## src/rtl/loader_pkg.sv

```systemverilog
// ============================================================================
// Module   : loader_pkg
// Brief    : Shared state encodings and constants for the UART imem loader.
// Revision : 1.0
// ============================================================================
`default_nettype none

package loader_pkg;

    localparam int c_DEF_CLKS_PER_BIT = 868;
    localparam int c_LANE_W           = 2;

    typedef enum logic [2:0] {
        S_LEN  = 3'd0,
        S_DATA = 3'd1,
        S_SUM  = 3'd2,
        S_DONE = 3'd3,
        S_ERR  = 3'd4
    } ld_state_t;

    typedef enum logic [1:0] {
        RX_IDLE  = 2'd0,
        RX_START = 2'd1,
        RX_DATA  = 2'd2,
        RX_STOP  = 2'd3
    } rx_state_t;

endpackage

`default_nettype wire

```

## src/rtl/uart_rx_byte.sv

```systemverilog
// ============================================================================
// Module   : uart_rx_byte
// Brief    : 8N1 UART receiver with 2-FF synchronizer and mid-bit sampling.
// Revision : 1.0
// ============================================================================
`default_nettype none

module uart_rx_byte
    import loader_pkg::*;
#(
    parameter int CLKS_PER_BIT = c_DEF_CLKS_PER_BIT
) (
    input  logic       clk,
    input  logic       rst,
    input  logic       i_rx,
    output logic       o_rx_valid,
    output logic [7:0] o_rx_data,
    output logic       o_rx_ferr
);

    localparam int c_CNT_W = $clog2(CLKS_PER_BIT + 1);
    localparam logic [c_CNT_W-1:0] c_HALF_M1 = c_CNT_W'(CLKS_PER_BIT / 2 - 1);
    localparam logic [c_CNT_W-1:0] c_FULL_M1 = c_CNT_W'(CLKS_PER_BIT - 1);

    rx_state_t          r_state;
    logic [1:0]         r_sync;
    logic               r_prev;
    logic [c_CNT_W-1:0] r_cnt;
    logic [2:0]         r_bit;
    logic [7:0]         r_shift;
    logic               r_valid;
    logic [7:0]         r_data;
    logic               r_ferr;

    always_ff @(posedge clk) begin
        if (rst) begin
            r_sync  <= 2'b11;
            r_prev  <= 1'b1;
            r_state <= RX_IDLE;
            r_cnt   <= '0;
            r_bit   <= '0;
            r_shift <= '0;
            r_valid <= 1'b0;
            r_data  <= '0;
            r_ferr  <= 1'b0;
        end else begin
            r_sync  <= {r_sync[0], i_rx};
            r_prev  <= r_sync[1];
            r_valid <= 1'b0;
            r_ferr  <= 1'b0;
            case (r_state)
                RX_IDLE: begin
                    if (r_prev && !r_sync[1]) begin
                        r_state <= RX_START;
                        r_cnt   <= '0;
                    end
                end
                RX_START: begin
                    // A start bit that is high again at mid-bit was a glitch.
                    if (r_cnt == c_HALF_M1) begin
                        r_cnt   <= '0;
                        r_bit   <= '0;
                        r_state <= r_sync[1] ? RX_IDLE : RX_DATA;
                    end else begin
                        r_cnt <= r_cnt + 1'b1;
                    end
                end
                RX_DATA: begin
                    if (r_cnt == c_FULL_M1) begin
                        r_cnt   <= '0;
                        r_shift <= {r_sync[1], r_shift[7:1]};
                        if (r_bit == 3'd7) begin
                            r_state <= RX_STOP;
                        end else begin
                            r_bit <= r_bit + 1'b1;
                        end
                    end else begin
                        r_cnt <= r_cnt + 1'b1;
                    end
                end
                RX_STOP: begin
                    if (r_cnt == c_FULL_M1) begin
                        r_cnt   <= '0;
                        r_state <= RX_IDLE;
                        if (r_sync[1]) begin
                            r_valid <= 1'b1;
                            r_data  <= r_shift;
                        end else begin
                            r_ferr <= 1'b1;
                        end
                    end else begin
                        r_cnt <= r_cnt + 1'b1;
                    end
                end
                default: r_state <= RX_IDLE;
            endcase
        end
    end

    assign o_rx_valid = r_valid;
    assign o_rx_data  = r_data;
    assign o_rx_ferr  = r_ferr;

endmodule

`default_nettype wire

```

## src/rtl/uart_imem_loader.sv

```systemverilog
// ============================================================================
// Module   : uart_imem_loader
// Brief    : Loads a length-prefixed, XOR-checked image from UART into imem.
// Revision : 1.0
// ============================================================================
`default_nettype none

module uart_imem_loader
    import loader_pkg::*;
#(
    parameter int CLKS_PER_BIT = c_DEF_CLKS_PER_BIT,
    parameter int MAX_WORDS    = 16384
) (
    input  logic        clk,
    input  logic        rst,
    input  logic        uart_rx,
    output logic        imem_we,
    output logic [31:0] imem_addr,
    output logic [31:0] imem_wdata,
    output logic        core_rst,
    output logic        done,
    output logic        err,
    output logic [31:0] words_loaded
);

    localparam logic [31:0] c_MAX_WORDS = 32'(MAX_WORDS);

    logic       w_rx_valid;
    logic [7:0] w_rx_data;
    logic       w_rx_ferr;

    uart_rx_byte #(
        .CLKS_PER_BIT (CLKS_PER_BIT)
    ) u_rx (
        .clk        (clk),
        .rst        (rst),
        .i_rx       (uart_rx),
        .o_rx_valid (w_rx_valid),
        .o_rx_data  (w_rx_data),
        .o_rx_ferr  (w_rx_ferr)
    );

    ld_state_t           r_state;
    logic [c_LANE_W-1:0] r_lane;
    logic [31:0]         r_len;
    logic [31:0]         r_word;
    logic [7:0]          r_sum;
    logic                r_we;
    logic [31:0]         r_addr;
    logic [31:0]         r_wdata;
    logic                r_core_rst;
    logic                r_done;
    logic                r_err;
    logic [31:0]         r_words;

    // Fully assembled fields including the byte arriving this cycle (lane 3).
    logic [31:0] w_len_full;
    logic [31:0] w_word_full;
    logic [31:0] w_words_next;

    assign w_len_full   = {w_rx_data, r_len[23:0]};
    assign w_word_full  = {w_rx_data, r_word[23:0]};
    assign w_words_next = r_words + 32'd1;

    always_ff @(posedge clk) begin
        if (rst) begin
            r_state    <= S_LEN;
            r_lane     <= '0;
            r_len      <= '0;
            r_word     <= '0;
            r_sum      <= '0;
            r_we       <= 1'b0;
            r_addr     <= '0;
            r_wdata    <= '0;
            r_core_rst <= 1'b1;
            r_done     <= 1'b0;
            r_err      <= 1'b0;
            r_words    <= '0;
        end else begin
            r_we <= 1'b0;
            case (r_state)
                S_LEN: begin
                    if (w_rx_ferr) begin
                        r_state <= S_ERR;
                        r_err   <= 1'b1;
                    end else if (w_rx_valid) begin
                        r_len[r_lane*8 +: 8] <= w_rx_data;
                        r_lane               <= r_lane + 1'b1;
                        if (r_lane == 2'd3) begin
                            if (w_len_full == 32'd0) begin
                                r_state <= S_SUM;
                            end else if (w_len_full > c_MAX_WORDS) begin
                                r_state <= S_ERR;
                                r_err   <= 1'b1;
                            end else begin
                                r_state <= S_DATA;
                            end
                        end
                    end
                end
                S_DATA: begin
                    if (w_rx_ferr) begin
                        r_state <= S_ERR;
                        r_err   <= 1'b1;
                    end else if (w_rx_valid) begin
                        r_word[r_lane*8 +: 8] <= w_rx_data;
                        r_sum                 <= r_sum ^ w_rx_data;
                        r_lane                <= r_lane + 1'b1;
                        if (r_lane == 2'd3) begin
                            r_we    <= 1'b1;
                            r_wdata <= w_word_full;
                            r_addr  <= {r_words[29:0], 2'b00};
                            r_words <= w_words_next;
                            if (w_words_next == r_len) begin
                                r_state <= S_SUM;
                            end
                        end
                    end
                end
                S_SUM: begin
                    if (w_rx_ferr) begin
                        r_state <= S_ERR;
                        r_err   <= 1'b1;
                    end else if (w_rx_valid) begin
                        if (w_rx_data == r_sum) begin
                            r_state    <= S_DONE;
                            r_done     <= 1'b1;
                            r_core_rst <= 1'b0;
                        end else begin
                            r_state <= S_ERR;
                            r_err   <= 1'b1;
                        end
                    end
                end
                S_DONE: begin
                    r_done     <= 1'b1;
                    r_core_rst <= 1'b0;
                end
                S_ERR: begin
                    r_err      <= 1'b1;
                    r_core_rst <= 1'b1;
                end
                default: begin
                    r_state <= S_ERR;
                    r_err   <= 1'b1;
                end
            endcase
        end
    end

    assign imem_we      = r_we;
    assign imem_addr    = r_addr;
    assign imem_wdata   = r_wdata;
    assign core_rst     = r_core_rst;
    assign done         = r_done;
    assign err          = r_err;
    assign words_loaded = r_words;

endmodule

`default_nettype wire

```

## config.mk

```make
export PLATFORM = sky130hd
export DESIGN_NAME = uart_imem_loader
export DESIGN_NICKNAME = d
export VERILOG_FILES = /design/src/rtl/loader_pkg.sv /design/src/rtl/uart_rx_byte.sv /design/src/rtl/uart_imem_loader.sv
export SDC_FILE = /design/constraint.sdc
export NUM_CORES = 1
export LEC_CHECK = 0
export BUFFER_PORTS_ARGS = -buffer_cell sky130_fd_sc_hd__buf_2
export CORE_MARGIN = 2
export CORE_UTILIZATION = 60
export CTS_CLUSTER_SIZE = 25
export DETAILED_ROUTE_END_ITERATION = 12
export GPL_TIMING_DRIVEN = 0
export HOLD_SLACK_MARGIN = 0.06
export MAX_ROUTING_LAYER = met4
export PLACE_DENSITY = 0.81
export SETUP_SLACK_MARGIN = 0.5
export SKIP_CTS_REPAIR_TIMING = 1
export SLEW_MARGIN = 40
export SYNTH_ARGS = -nofsm -noshare
export SYNTH_HDL_FRONTEND = slang
export SYNTH_SLANG_ARGS = --single-unit
```

## constraint.sdc

```tcl
create_clock -name clk -period 6.3 [get_ports clk]
set_input_delay 0 -clock clk [delete_from_list [all_inputs] [get_ports clk]]
set_output_delay 0 -clock clk [all_outputs]
set_load 0.01 [all_outputs]
```

==> impl_metrics.env <==
export IMPL_status="finished, final reports clean"
export IMPL_syn_inst=1183
export IMPL_vdd_drop_max_v=0.000188
export IMPL_slew_headroom_pct=41.6
export IMPL_rsz0062_at_grt="no"
export IMPL_cts_made_buffers=22
export IMPL_areaGrowthSynthToFinish_pct=16.3
export IMPL_cts_sinks=203
export IMPL_place_area_um2=9870
export IMPL_synth_cell_types=57
export IMPL_drc=0
export IMPL_grt_ovfl_total=0
export IMPL_synth_area_um2=9130
export IMPL_io_pins=103
export IMPL_cp_start_kind="flop"
export IMPL_antenna_found_initial=1
export IMPL_cp_cell_sequence="clkbuf_1, nand4_1, or4_1, o31ai_1, o211ai_1, a2111oi_0, and4_1, a41oi_2, mux2_4"
export IMPL_crit_required_ns=6.69
export IMPL_synth_main_ff_cell="dfxtp_1"
export IMPL_final_cell_mix="217 x nand2_1, 203 x dfxtp_1, 179 x nor2_1, 150 x a21oi_1, 107 x buf_2"
export IMPL_h_tree_depth=1
export IMPL_finalHoldViolCount=0
export IMPL_timing_rr_start="words_loaded[18]"
export IMPL_clk_latency_ns=0.51
export IMPL_design_area_um2=10600
export IMPL_nFillCells=1240
export IMPL_period_needed_ns=3.33
export IMPL_powerDensity_nw_per_um2=251
export IMPL_yosysWarnings=0
export IMPL_ys_seq_area_share_pct=44.5
export IMPL_grt_max_degree=14
export IMPL_clk_path_buf_depth=3
export IMPL_syn_avg_cell_area_um2=7.72
export IMPL_cts_root_buffer="clkbuf_16"
export IMPL_die_x_um=127
export IMPL_async_reset_ff_share_pct=0
export IMPL_cts_tree="yes"
export IMPL_nets=1322
export IMPL_ys_ff_latch=203
export IMPL_fin_util_pct=70.6
export IMPL_grt_pass1_vias=7687
export IMPL_clk_pin_slew_ns=0.06
export IMPL_start_util_pct=60.7
export IMPL_grt_pass1_wl_mm=38.3
export IMPL_tns_ns=0
export IMPL_die_h_um=127
export IMPL_std_cell_rows=45
export IMPL_cp_slowest_cell="or4_1"
export IMPL_viasPerCell=5.67
export IMPL_final_layout_size_suffix_gt1_share_pct=12.2
export IMPL_worst_setup_path_end_kind="flop"
export IMPL_coreArea_um2=15000
export IMPL_cp_top_family="simple AND/OR/NAND/NOR gates"
export IMPL_vias=8572
export IMPL_wl_per_cell_um=16.0
export IMPL_tightest_slew_ns=0.876
export IMPL_first_pass_iters=5
export IMPL_grtUsageTotal_pct=29.8
export IMPL_ant_nets=0
export IMPL_fin_crit_sh_pct=52.8
export IMPL_cp_startpoint="words_loaded[18]"
export IMPL_wl_mm=24.2
export IMPL_critPathBufInv=1
export IMPL_drv_cap=0
export IMPL_gp_congestion=0.972
export IMPL_setup_viol=0
export IMPL_fp_dieArea_um2=16200
export IMPL_synth_edff_count=0
export IMPL_port_buffers=99
export IMPL_hold_path_class="in2reg"
export IMPL_cp_slowest_stage_delay_ns=0.67
export IMPL_drv_slew=0
export IMPL_hp_start="rst"
export IMPL_finClkSkew_ns=0.0149
export IMPL_p_leak_nw=4.02
export IMPL_path_class="reg2reg"
export IMPL_fmax_ghz=0.300
export IMPL_worstPathMaxFanout=10
export IMPL_critPathArrivalTime_ns=3.72
export IMPL_drt_initial_drc_count=696
export IMPL_dp_hpwl_mm=17.0
export IMPL_final_common_cell="nand2_1"
worst reg2reg max path: cells and delay by family (launching register included):
family / cells / cell delay, ns
AND/OR/NAND/NOR: 3 / 1.39
AO/OA/AOI/OAI: 4 / 0.82
buffers and inverters: 1 / 0.37
multiplexers: 1 / 0.33
flip-flops: 1 / 0.32
state kept, by name (all words and copies together) (netlist names), 2 cells and up, named ones only:
| signal | count |
|---|---|
| r_state | 3 |
| r_word | 24 |
| words_loaded | 32 |
| u_rx.r_sync | 2 |
| imem_wdata | 32 |
| r_lane | 2 |
| u_rx.r_bit | 3 |
| u_rx.r_cnt | 10 |
| imem_addr | 30 |
| r_sum | 8 |
| u_rx.r_shift | 8 |
| r_len | 32 |
| u_rx.o_rx_data | 8 |
through the flow:
step	cells	setup slack, ns	power, mW	hold slack (ns)
2_1_floorplan	1184	3.24	1.38	0.104
3_3_place_gp	1471	3.00	1.40	0.187
3_5_place_dp	1471	2.97	1.40	0.199
4_1_cts	1508	3.00	2.66	-0.330
5_1_grt	1511	2.69	2.73	0.0674
6_report	1511	2.97	2.66	0.0652
worst paths after layout:
path / endpoint / slack [ns] / depth (start not counted)
worst max-delay path: r_state[0] / 2.97 / 9
worst min-delay path: err / 0.07 / 2
worst max register to register: r_state[0] / 2.97 / 9
worst min register to register: u_rx.r_sync[1] / 0.41 / 1
power breakdown:
part	switching (mW)	internal [mW]
Combinational	0.0604	0.0214
Clock	0.521	0.765
Sequential	0.00531	1.29
final cells by class:
cell class              instances  area (um^2)  share of cell area, %
multi-input cells             875         4650                   43.8
flip-flops and latches        203         4060                   38.3
clock buffers                  25          562                   5.29
repair buffers                101          515                   4.86
plain buffers                  91          375                   3.54
well taps                     188          235                   2.22
clock inverters                12          153                   1.44
inverters                      15         56.3                  0.530
diodes                          1         2.50                 0.0236
cell families after synthesis:
logic type      synth area share, %
compound gates                 12.4
other cells                  0.0411
buf+inv                        4.73
flops                          44.5
simple gates                   27.3
fa+ha+maj                      1.37
mux                            1.48
xor+xnor                       8.15
synthesized netlist by cell type, drive strengths merged (2+ instances only):
library cell,instances,area [um^2]
nand2,217,815
dfxtp,203,4060
nor2,179,672
a21oi,150,751
clkbuf,74,279
xnor2,45,394
xor2,40,350
nand3,34,183
nor3,27,135
nor4,22,138
o21ai,22,110
nand4,21,138
buf,17,96.3
inv,15,56.3
mux2i,12,120
or3,11,68.8
and3,10,62.6
ha,10,125
or4,9,67.6
nand2b,7,43.8
nor3b,6,45.0
or2,6,37.5
a211oi,4,30.0
and2,3,18.8
nor2b,3,18.8
o21a,3,22.5
o22a,3,27.5
o31ai,3,22.5
a2111oi,2,17.5
a22oi,2,15.0
and4,2,17.5
o22ai,2,12.5
o311ai,2,17.5
per-layer routing:
| layer | routed length (um) | vias to the layer above | track usage, % |
|---|---|---|---|
| li1 | - | 4224 | - |
| met1 | 10900 | 3986 | 39.2 |
| met2 | 11300 | 309 | 47.9 |
| met3 | 1360 | 53 | 4.10 |
| met4 | 677 | 0 | 9.76 |
| met5 | 0 | - | - |
Power figures use the tool's default switching activity.
